===== config.mk =====
export PLATFORM = sky130hd
export DESIGN_NAME = aer_event_scheduler
export DESIGN_NICKNAME = d
export VERILOG_FILES = /design/src/rtl/aer_event_scheduler.sv
export SDC_FILE = /design/constraint.sdc
export NUM_CORES = 1
export LEC_CHECK = 0
export CAP_MARGIN = 20
export CORE_UTILIZATION = 40
export DETAILED_ROUTE_END_ITERATION = 16
export PLACE_DENSITY_LB_ADDON = 0.2
export SYNTH_ARGS = -nofsm -noshare
export SYNTH_HDL_FRONTEND = slang
export SYNTH_SLANG_ARGS = --single-unit

===== constraint.sdc =====
create_clock -name CLK -period 3.05 [get_ports CLK]
set_clock_uncertainty 0.2 [all_clocks]
set_input_delay 0.7625 -clock CLK [delete_from_list [all_inputs] [get_ports CLK]]
set_output_delay 0.7625 -clock CLK [all_outputs]
set_load 0.005 [all_outputs]

===== src/rtl/aer_event_scheduler.sv =====
// AER event scheduler: merges external 4-phase AER requests with internal spike
// feedback (through a small FIFO) into one registered event stream with round-robin arbitration.
module aer_event_scheduler #(
  parameter int M          = 8,
  parameter int FIFO_DEPTH = 4
) (
  input  logic         CLK,
  input  logic         RST,
  input  logic         OPEN_LOOP,
  input  logic [M-1:0] MAX_NEUR,
  input  logic         AERIN_REQ,
  input  logic [M-1:0] AERIN_ADDR,
  output logic         AERIN_ACK,
  input  logic         SPK_VALID,
  input  logic [M-1:0] SPK_ADDR,
  output logic         EVT_VALID,
  output logic [M-1:0] EVT_ADDR,
  output logic         EVT_SRC,
  input  logic         EVT_READY,
  output logic [7:0]   DROP_CNT
);

  localparam int AW = (FIFO_DEPTH > 1) ? $clog2(FIFO_DEPTH) : 1;
  localparam logic [AW:0] FULL_CNT = (AW + 1)'(FIFO_DEPTH);

  localparam logic [0:0] ST_IDLE   = 1'b0;
  localparam logic [0:0] ST_ACK_HI = 1'b1;

  logic           req_meta_r;
  logic           req_sync_r;
  logic [0:0]     state_r;
  logic           ext_pending_r;
  logic [M-1:0]   ext_addr_r;
  logic [M-1:0]   fifo_mem_r [FIFO_DEPTH];
  logic [AW-1:0]  wr_ptr_r;
  logic [AW-1:0]  rd_ptr_r;
  logic [AW:0]    count_r;
  logic           last_ext_r;

  logic fifo_empty_s;
  logic fifo_full_s;
  logic push_req_s;
  logic push_s;
  logic pop_s;
  logic drop_s;
  logic load_en_s;
  logic capture_s;
  logic grant_ext_s;
  logic grant_int_s;

  assign fifo_empty_s = (count_r == {(AW + 1){1'b0}});
  assign fifo_full_s  = (count_r == FULL_CNT);
  assign push_req_s   = SPK_VALID && !OPEN_LOOP && (SPK_ADDR <= MAX_NEUR);
  assign load_en_s    = !EVT_VALID || EVT_READY;
  assign capture_s    = (state_r == ST_IDLE) && req_sync_r && !ext_pending_r;
  assign pop_s        = grant_int_s;
  assign push_s       = push_req_s && (!fifo_full_s || pop_s);
  assign drop_s       = push_req_s && fifo_full_s && !pop_s;

  // Round-robin grant into the output stage; last_ext_r resets low so external wins the first tie
  always_comb begin
    grant_ext_s = 1'b0;
    grant_int_s = 1'b0;
    if (load_en_s) begin
      if (ext_pending_r && !fifo_empty_s) begin
        grant_ext_s = !last_ext_r;
        grant_int_s = last_ext_r;
      end else begin
        grant_ext_s = ext_pending_r;
        grant_int_s = !fifo_empty_s;
      end
    end else begin
      grant_ext_s = 1'b0;
      grant_int_s = 1'b0;
    end
  end

  // Two-flop synchroniser for the asynchronous request
  always_ff @(posedge CLK or posedge RST) begin
    if (RST) begin
      req_meta_r <= 1'b0;
      req_sync_r <= 1'b0;
    end else begin
      req_meta_r <= AERIN_REQ;
      req_sync_r <= req_meta_r;
    end
  end

  // Handshake FSM; the address is taken straight off the bus since it is stable while REQ is high
  always_ff @(posedge CLK or posedge RST) begin
    if (RST) begin
      state_r       <= ST_IDLE;
      AERIN_ACK     <= 1'b0;
      ext_pending_r <= 1'b0;
      ext_addr_r    <= {M{1'b0}};
    end else begin
      case (state_r)
        ST_IDLE: begin
          if (capture_s) begin
            state_r   <= ST_ACK_HI;
            AERIN_ACK <= 1'b1;
          end else begin
            AERIN_ACK <= 1'b0;
          end
        end
        ST_ACK_HI: begin
          if (!req_sync_r) begin
            state_r   <= ST_IDLE;
            AERIN_ACK <= 1'b0;
          end
        end
        default: begin
          state_r   <= ST_IDLE;
          AERIN_ACK <= 1'b0;
        end
      endcase
      if (capture_s) begin
        ext_pending_r <= 1'b1;
        ext_addr_r    <= AERIN_ADDR;
      end else if (grant_ext_s) begin
        ext_pending_r <= 1'b0;
      end
    end
  end

  // FIFO storage (contents are don't-care while empty)
  always_ff @(posedge CLK) begin
    if (push_s) begin
      fifo_mem_r[wr_ptr_r] <= SPK_ADDR;
    end
  end

  // FIFO pointers and occupancy
  always_ff @(posedge CLK or posedge RST) begin
    if (RST) begin
      wr_ptr_r <= {AW{1'b0}};
      rd_ptr_r <= {AW{1'b0}};
      count_r  <= {(AW + 1){1'b0}};
    end else begin
      if (push_s) begin
        wr_ptr_r <= wr_ptr_r + {{(AW - 1){1'b0}}, 1'b1};
      end
      if (pop_s) begin
        rd_ptr_r <= rd_ptr_r + {{(AW - 1){1'b0}}, 1'b1};
      end
      case ({push_s, pop_s})
        2'b10:   count_r <= count_r + {{AW{1'b0}}, 1'b1};
        2'b01:   count_r <= count_r - {{AW{1'b0}}, 1'b1};
        default: count_r <= count_r;
      endcase
    end
  end

  // Registered output stage
  always_ff @(posedge CLK or posedge RST) begin
    if (RST) begin
      EVT_VALID  <= 1'b0;
      EVT_ADDR   <= {M{1'b0}};
      EVT_SRC    <= 1'b0;
      last_ext_r <= 1'b0;
    end else if (load_en_s) begin
      if (grant_ext_s) begin
        EVT_VALID  <= 1'b1;
        EVT_ADDR   <= ext_addr_r;
        EVT_SRC    <= 1'b1;
        last_ext_r <= 1'b1;
      end else if (grant_int_s) begin
        EVT_VALID  <= 1'b1;
        EVT_ADDR   <= fifo_mem_r[rd_ptr_r];
        EVT_SRC    <= 1'b0;
        last_ext_r <= 1'b0;
      end else begin
        EVT_VALID  <= 1'b0;
      end
    end
  end

  // Saturating count of feedback spikes lost to a full FIFO
  always_ff @(posedge CLK or posedge RST) begin
    if (RST) begin
      DROP_CNT <= 8'd0;
    end else if (drop_s && (DROP_CNT != 8'hFF)) begin
      DROP_CNT <= DROP_CNT + 8'd1;
    end
  end

endmodule


=== Word-level counts from Yosys, hierarchy flattened ===
Memories as Yosys holds them, arrays and structs flattened.
Cells that the tools add are included.

* $add $sub $neg: 5
* Magnitude comparators: 1
* Eq/ne operators: 5
* Mux-type cells: 20
* Bitwise logic cells: 1
* Reduce and logical (&&, ||, !) cells: 23

{| class="wikitable"
|+ Operators with widths
! cell !! number
|-
| 8-bit two-way mux || 2
|-
| 1-bit two-way mux || 15
|-
| 1-bit logical AND || 9
|-
| 8-bit by 1-bit adder with 8-bit output (second input constant) || 1
|-
| 8-bit less-or-equal comparator || 1
|-
| 8-bit != test (second input constant) || 1
|-
| 1-bit zero test || 7
|-
| 3-bit one-hot mux with 2 select lines || 1
|-
| 2-bit nonzero test || 3
|-
| 2-bit by 1-bit adder with 2-bit output (second input constant) || 2
|-
| 1-bit one-hot mux with 2 select lines || 2
|-
| 3-bit by 1-bit adder with 3-bit output (second input constant) || 1
|-
| 3-bit == test (second input constant) || 1
|-
| 3-bit zero test || 1
|-
| 3-bit by 1-bit subtractor with 3-bit output (second input constant) || 1
|-
| 2-bit by 1-bit == test with 1-bit output (second input constant) || 1
|-
| 2-bit == test (second input constant) || 1
|-
| 1-bit logical OR || 2
|-
| 2-bit != test (second input constant) || 1
|-
| 2-bit AND reduction || 1
|-
| 1-bit inverter || 1
|}

* Register bits after elaboration: 38
* Memory bits (writable): 32
* Memories: 1

{| class="wikitable"
|+ Memory list
! name !! depth !! width !! rd ports !! clocked after memory_dff !! wr ports !! line !! text
|-
| fifo_mem_r || 4 || 8 || 1 || 0 || 1 || 34 || <nowiki>logic [M-1:0] fifo_mem_r [FIFO_DEPTH];</nowiki>
|}

=== Longest topological paths before layout ===
Gate-level depths: netlist of run 1.

* Depth after elaboration: 9
* Gate-level depth with buffers: 12
* Mapped depth without buffers: 12

=== Least setup slack after synthesis of run 1 ===
Ideal clock, no wire load.

* Path kind: input to register
* Start: in MAX_NEUR[6]
* End: reg count_r[2]
* Setup time: 0.123 ns
* Arrival time: 2.554 ns
* Path slack: 0.173 ns
* Stages on the path: 12
* Cells stage by stage: inv_1 ha_1 and3_1 a31oi_2 a21oi_4 o21ai_1 inv_1 fa_1 nor2_1 o21a_1 a31oi_1 xnor2_1

* Cells in the longest elaborated chain, start to end: 5
* Elaborated cells on any way between the ends: 7
* Classes of those cells: order compare: 1; eq/ne: 2; mux: 1; reduce/logical: 3

{| class="wikitable"
|+ Ends and longest elaborated chain
! element !! line !! text
|-
| start: declaration || 10 || <nowiki>input logic [M-1:0] MAX_NEUR,</nowiki>
|-
| 8-bit less-or-equal comparator * || 53 || <nowiki>assign push_req_s = SPK_VALID && !OPEN_LOOP && (SPK_ADDR <= MAX_NEUR);</nowiki>
|-
| 1-bit logical AND * || 53 ||
|-
| 1-bit logical AND * || 57 || <nowiki>assign push_s = push_req_s && (!fifo_full_s || pop_s);</nowiki>
|-
| 2-bit by 1-bit == test with 1-bit output / 2-bit == test (equally long branches) || 146 || <nowiki>case ({push_s, pop_s})</nowiki>
|-
| 3-bit one-hot mux with 2 select lines / 2-bit nonzero test (equally long branches) || - ||
|-
| end signal: assignment || 147 || <nowiki>2'b10: count_r <= count_r + {{AW{1'b0}}, 1'b1};</nowiki>
|-
| end signal: assignment || 148 || <nowiki>2'b01: count_r <= count_r - {{AW{1'b0}}, 1'b1};</nowiki>
|-
| end signal: assignment || 149 || <nowiki>default: count_r <= count_r;</nowiki>
|-
| end: declaration || 37 || <nowiki>logic [AW:0] count_r;</nowiki>
|}

Every way passes the cells marked *; elsewhere a longest branch is shown, timed or not.
A chain may end at the register's enable or synchronous reset.

=== Worst setup path after layout of run 1 ===
Ends and elaborated chain as after synthesis.

==> flow_metrics.py, run 1 <==
metrics = {
    "logic_synthesis": {
        "synth_fp_nets": 259,
        "syn_area_per_cell_sq_um": 14.4,
        "yosys.area_share.adder_pct": 5.90,
        "synthFlopType": "dfrtp_1",
        "synth_xor_xnor_area_share_pct": 3.40,
        "synth_top_family_by_area": "simple AND/OR/NAND/NOR gates",
        "async_reset_ff_share_pct": 54.3,
        "synth-edff-count": 32,
        "synth-seq-cells": 70,
        "syn-cell-area_sq_um": 3100,
        "synth_compound_area_share_pct": 7.52,
        "ys_types": 43,
        "ys_seq_area_share_pct": 61.8,
        "syn_inst": 215,
        "synth_warnings": 0,
        "synth-simple-area-share_pct": 9.66,
        "synth.area.mux_share_pct": 9.46,
    },
    "finish": {
        "final_area_sq_um": 4190,
        "fillers": 626,
        "n_antenna_cell": 0,
        "area_growth_pct": 35.4,
        "finalCoreUtilization_pct": 56.9,
        "fin_nets": 337,
        "drive_gt1_share_pct": 27.5,
    },
    "detailed_routing": {
        "drt_iter0_drc": 26,
        "dr.pass1.iters": 4,
        "wl_mm": 5.61,
        "drc_errors": 0,
        "wl_per_cell_um": 14.1,
        "vias": 1905,
        "via_per_inst": 4.80,
        "ant_nets": 0,
    },
    "pwr": {
        "p_leak_nw": 1.66,
        "powerDensity_nw_per_um2": 799,
        "peakVddDrop_mv": 0.348,
    },
    "clock_tree": {
        "clk_latency_ps": 340,
        "holdBufCountCts": 0,
        "cts_made_buffers": 9,
        "htreeDepth": 3,
        "clockBufferDepth": 2,
        "cts.clk_slew.worst_paths_ps": 70,
        "cts-root-buf": "clkbuf_8",
        "cts_tree": "built",
        "cts_sinks": 70,
    },
    "timing": {
        "fin_ws_ps": 96.0,
        "slew_headroom_pct": 59.4,
        "setup_viol": 0,
        "min_period_ps": 2950,
        "fin_crit_sh_pct": 96.9,
        "worst_pin_slew_ps": 610,
        "drv_slew": 0,
        "finalHoldViolCount": 0,
        "hold_ws_ps": 165,
        "max_freq_ghz": 0.339,
    },
    "floorplanning": {
        "ios": 49,
        "dieHeight_um": 90.0,
        "dieArea_sq_um": 8090,
        "core_area_sq_um": 7370,
        "die-width_um": 90.0,
        "rows": 31,
        "start_util_pct": 42.0,
    },
    "status": {
        "status": "finished clean",
    },
    "place": {
        "hpwl_mm": 4.00,
        "placed_cell_area_sq_um": 3900,
        "place_congestion": 0.718,
        "io_buffers": 48,
        "dp_slack_ps": -445,
    },
    "setup_path": {
        "path_class": "in -> reg",
        "cp-start-kind": "input pin",
        "slowest_delay_ps": 450,
        "path_buf_inv": 3,
        "crit_slowest_cell": "clkdlybuf4s50_1",
        "crit_fanout": 3,
        "crit_arrival_ps": 2970,
        "crit_family": "adder cells",
        "crit_chain": "clkdlybuf4s50_1 > inv_1 > ha_1 > and3_4 > a31oi_4 > a21oi_4 > o21ai_2 > inv_2 > fa_2 > nor2_2 > o21a_1 > a31oi_1 > xnor2_1",
        "worstPathRequired_ps": 3070,
        "cp-end-kind": "flip-flop",
    },
    "min_path": {
        "hold_class": "reg -> reg",
    },
    "flow_run": {
        "max-cap-violations": 0,
    },
    "global_route": {
        "grt_use_total_pct": 15.4,
        "overflow": 0,
        "grt_pass1_wl_mm": 9.47,
        "antenna_found_initial": 0,
        "grt_max_degree": 39,
        "grt_pass1_vias": 1902,
    },
}
## sequential cells by signal, indices dropped and copies added (netlist names)
name	count
EVT_VALID	1
req_meta_r	1
ext_pending_r	1
AERIN_ACK	1
wr_ptr_r	2
count_r	3
EVT_ADDR	8
req_sync_r	1
rd_ptr_r	2
state_r	1
last_ext_r	1
fifo_mem_r	32
DROP_CNT	8
ext_addr_r	8
## where the power goes
group          leakage [nW]  switching [mW]  internal, mW
sequential            0.751           0.214          1.24
clock                0.0947           0.331         0.377
combinational         0.814           0.490         0.695
## area by class of cell
type / count / area, sq um / area share [%]
sequential: 70 / 1910 / 45.6
multi-input combinational: 126 / 1200 / 28.6
timing repair buffer: 72 / 722 / 17.2
clock buffer: 12 / 135 / 3.22
tap: 99 / 124 / 2.96
inverter: 14 / 52.6 / 1.25
clock inverter: 4 / 46.3 / 1.10
## timing repair
action,in CTS,in global routing
hold endpoints to repair,0,0
gates resized for setup,3,21
endpoints found under the setup margin,3,35
setup buffers,0,1
pin swaps,5,8
## synth_stat cells, types with 3 or more instances
master	n	area (sq um)
o22ai_1	8	50.1
clkbuf_1	4	15.0
xnor2_1	11	96.3
mux4_2	8	180
mux2_2	9	101
ha_1	13	163
o21a_1	3	22.5
nor2_1	20	75.1
and2_1	4	25.0
inv_1	14	52.6
edfxtp_1	32	961
dfrtp_1	38	951
nand3_1	5	25.0
nand2_1	12	45.0
## through the flow
stage | TNS [ps] | total power [mW] | std cells
floorplan | 0 | 2.14 | 215
global placement | -11140 | 2.58 | 380
detailed placement | -13110 | 2.62 | 380
CTS | 0 | 3.33 | 396
global route | -20.2 | 3.59 | 397
finish | 0 | 3.35 | 397
## path summary, 6_finish.rpt
path                              from     endpoint  slack (ps)  cells past startpoint
min in group asynchronous          RST    AERIN_ACK         640                      3
min                         req_meta_r   req_sync_r         160                      0
max reg2reg                 count_r[1]   count_r[2]         720                      9
max                        MAX_NEUR[6]   count_r[2]         100                     13
max in group asynchronous          RST  wr_ptr_r[0]        1680                      3
min reg2reg                 req_meta_r   req_sync_r         160                      0
## cells by family (layout without fill, tap and decap cells)
| logic type | Yosys count | in the layout |
|---|---|---|
| AO/OA/AOI/OAI | 26 | 26 |
| XOR/XNOR | 12 | 12 |
| adder cells (fa/ha/maj) | 14 | 14 |
| buffers and inverters | 19 | 102 |
| flip-flops | 70 | 70 |
| multiplexers | 18 | 18 |
| AND/OR/NAND/NOR | 56 | 56 |
## cell usage in the layout, fill, tap and decap left out, drive strengths merged, types with 4 or more instances in the layout
| cell | instances |
|---|---|
| buf | 24 |
| nand2 | 12 |
| clkbuf | 12 |
| mux4 | 8 |
| inv | 15 |
| ha | 13 |
| mux2 | 10 |
| and2 | 4 |
| dfrtp | 38 |
| clkdlybuf4s50 | 45 |
| nor2 | 20 |
| xnor2 | 11 |
| edfxtp | 32 |
| nand3 | 5 |
| o22ai | 8 |
## layer usage
layer	GRT usage, %	share of wire (%)	routed length (um)	vias to the layer above
met5	0	0	0	-
met4	6.05	1.5	83	0
met3	4.74	3.6	200	9
met2	23.5	48	2680	34
met1	20.8	47	2640	929
li1	-	-	-	933
Power figures use the tool's default switching activity.
==> run 2, diff against run 1 <==
--- a/config.mk
+++ b/config.mk
@@ -8,6 +8,7 @@
 export CAP_MARGIN = 20
 export CORE_UTILIZATION = 40
 export DETAILED_ROUTE_END_ITERATION = 16
+export MAX_ROUTING_LAYER = met4
 export PLACE_DENSITY_LB_ADDON = 0.2
 export SYNTH_ARGS = -nofsm -noshare
 export SYNTH_HDL_FRONTEND = slang
==> run 2 against run 1 <==
  * Sequential share of layout area did not move
  * Critical path depth did not move
  * Via count rose by 0.10%
  * Die area did not move
  * Worst hold slack barely moved
  * Count of clock-buffer cells in the layout did not move
  * Clock power barely moved
==> flow_metrics.py, run 2 (synthesized netlist as in run 1, its figures left out) <==
metrics = {
    "status": {
        "status": "finished clean",
    },
    "floorplanning": {
        "core_area_sq_um": 7370,
        "die-width_um": 90.0,
        "dieArea_sq_um": 8090,
        "ios": 49,
        "start_util_pct": 42.0,
        "dieHeight_um": 90.0,
        "rows": 31,
    },
    "place": {
        "io_buffers": 48,
        "place_congestion": 0.726,
        "dpl.cell_count": 380,
        "hpwl_mm": 4.00,
    },
    "detailed_routing": {
        "drc_errors": 0,
        "wl_per_cell_um": 14.2,
        "ant_nets": 0,
        "vias": 1907,
        "wl_mm": 5.62,
        "via_per_inst": 4.80,
        "drt_iter0_drc": 27,
        "dr.pass1.iters": 4,
    },
    "pwr": {
        "total_power_mw": 3.35,
        "powerDensity_nw_per_um2": 799,
        "p_leak_nw": 1.66,
        "peakVddDrop_mv": 0.348,
    },
    "setup_path": {
        "crit_fanout": 3,
        "path_class": "in -> reg",
        "crit_arrival_ps": 2970,
        "worstPathRequired_ps": 3070,
        "cp-end-kind": "flip-flop",
        "cp-start-kind": "input pin",
    },
    "global_route": {
        "met2_usage_pct": 23.5,
        "antenna_found_initial": 0,
        "busiest_layer": "met2",
        "met1_usage_pct": 20.8,
        "grt_pass1_vias": 1910,
        "grt_max_degree": 39,
        "grt_pass1_wl_mm": 9.48,
        "gr-usage-met3_pct": 4.48,
        "grt_use_total_pct": 15.9,
        "overflow": 0,
    },
    "finish": {
        "layout_commonest_cell": "clkdlybuf4s50_1",
        "largest_reg_flops": 32,
        "n_antenna_cell": 0,
        "final_cells": 397,
        "area_growth_pct": 35.4,
        "mostFrequentLayoutCells": "clkdlybuf4s50_1 (45), dfrtp_1 (38), edfxtp_1 (32)",
        "fillers": 626,
        "drive_gt1_share_pct": 27.5,
        "fin_nets": 337,
        "regMostFlops": "fifo_mem_r",
    },
    "timing": {
        "min_period_ps": 2950,
        "slew_headroom_pct": 59.2,
        "worst_pin_slew_ps": 612,
        "max_freq_ghz": 0.338,
        "hold_ws_ps": 165,
        "finalHoldViolCount": 0,
        "drv_slew": 0,
        "setup_viol": 0,
        "fin_crit_sh_pct": 96.9,
    },
    "clock_tree": {
        "clk_latency_ps": 340,
        "cts_made_buffers": 9,
        "holdBufCountCts": 0,
        "cts_sinks": 70,
        "clockBufferDepth": 2,
        "cts.clk_slew.worst_paths_ps": 70,
        "cts_tree": "built",
        "htreeDepth": 3,
        "cts-root-buf": "clkbuf_8",
    },
    "flow_run": {
        "max-cap-violations": 0,
    },
    "min_path": {
        "hold_class": "reg -> reg",
    },
}
[run 2: critical path, stage by stage]
cell and delay [ps]:
clkdlybuf4s50_1 450, inv_1 40, ha_1 300, and3_4 200
a31oi_4 180, a21oi_4 60, o21ai_2 170, inv_2 50
fa_2 360, nor2_2 80, o21a_1 130, a31oi_1 50
xnor2_1 140
[run 2: path summary, 6_finish.rpt]
kind | startpoint | end | slack (ps) | cells past startpoint
max | MAX_NEUR[6] | count_r[2] | 100 | 13
min | req_meta_r | req_sync_r | 160 | 0
max reg2reg | count_r[1] | count_r[2] | 720 | 9
min reg2reg | req_meta_r | req_sync_r | 160 | 0
max in group asynchronous | RST | wr_ptr_r[0] | 1680 | 3
min in group asynchronous | RST | AERIN_ACK | 640 | 3
[run 2: cell type report]
type | instances | area [sq um] | share of cell area, %
clock inverter | 4 | 46.3 | 1.10
clock buffer | 12 | 135 | 3.22
inverter | 14 | 52.6 | 1.25
sequential | 70 | 1910 | 45.6
timing repair buffer | 72 | 722 | 17.2
tap | 99 | 124 | 2.96
multi-input combinational | 126 | 1200 | 28.6
[run 2: stage by stage]
| step | instance area, sq um | setup slack [ps] | utilization, % | TNS (ps) |
|---|---|---|---|---|
| 2_1_floorplan | 3100 | 173 | - | 0 |
| 3_3_place_gp | 3900 | -371 | 53.0 | -11140 |
| 3_5_place_dp | 3900 | -445 | 53.0 | -13110 |
| 4_1_cts | 4090 | 10.5 | 55.5 | 0 |
| 5_1_grt | 4190 | -21.0 | 56.9 | -21.0 |
| 6_report | 4190 | 95.3 | 56.9 | 0 |
[run 2: repair_timing]
action,4_1_cts,5_1_grt
setup buffers,0,1
cloned,0,0
gates resized for setup,3,21
setup endpoints to repair,3,35
pin swaps,5,8
[run 2: routing by layer]
| layer | wire (um) | vias to the layer above |
|---|---|---|
| met5 | 0 | - |
| met4 | 92 | 0 |
| met3 | 218 | 9 |
| met2 | 2670 | 36 |
| met1 | 2640 | 930 |
| li1 | - | 932 |
[run 2: power breakdown]
group	internal, mW	switching, mW
clock network	0.377	0.332
registers	1.24	0.214
logic	0.695	0.490
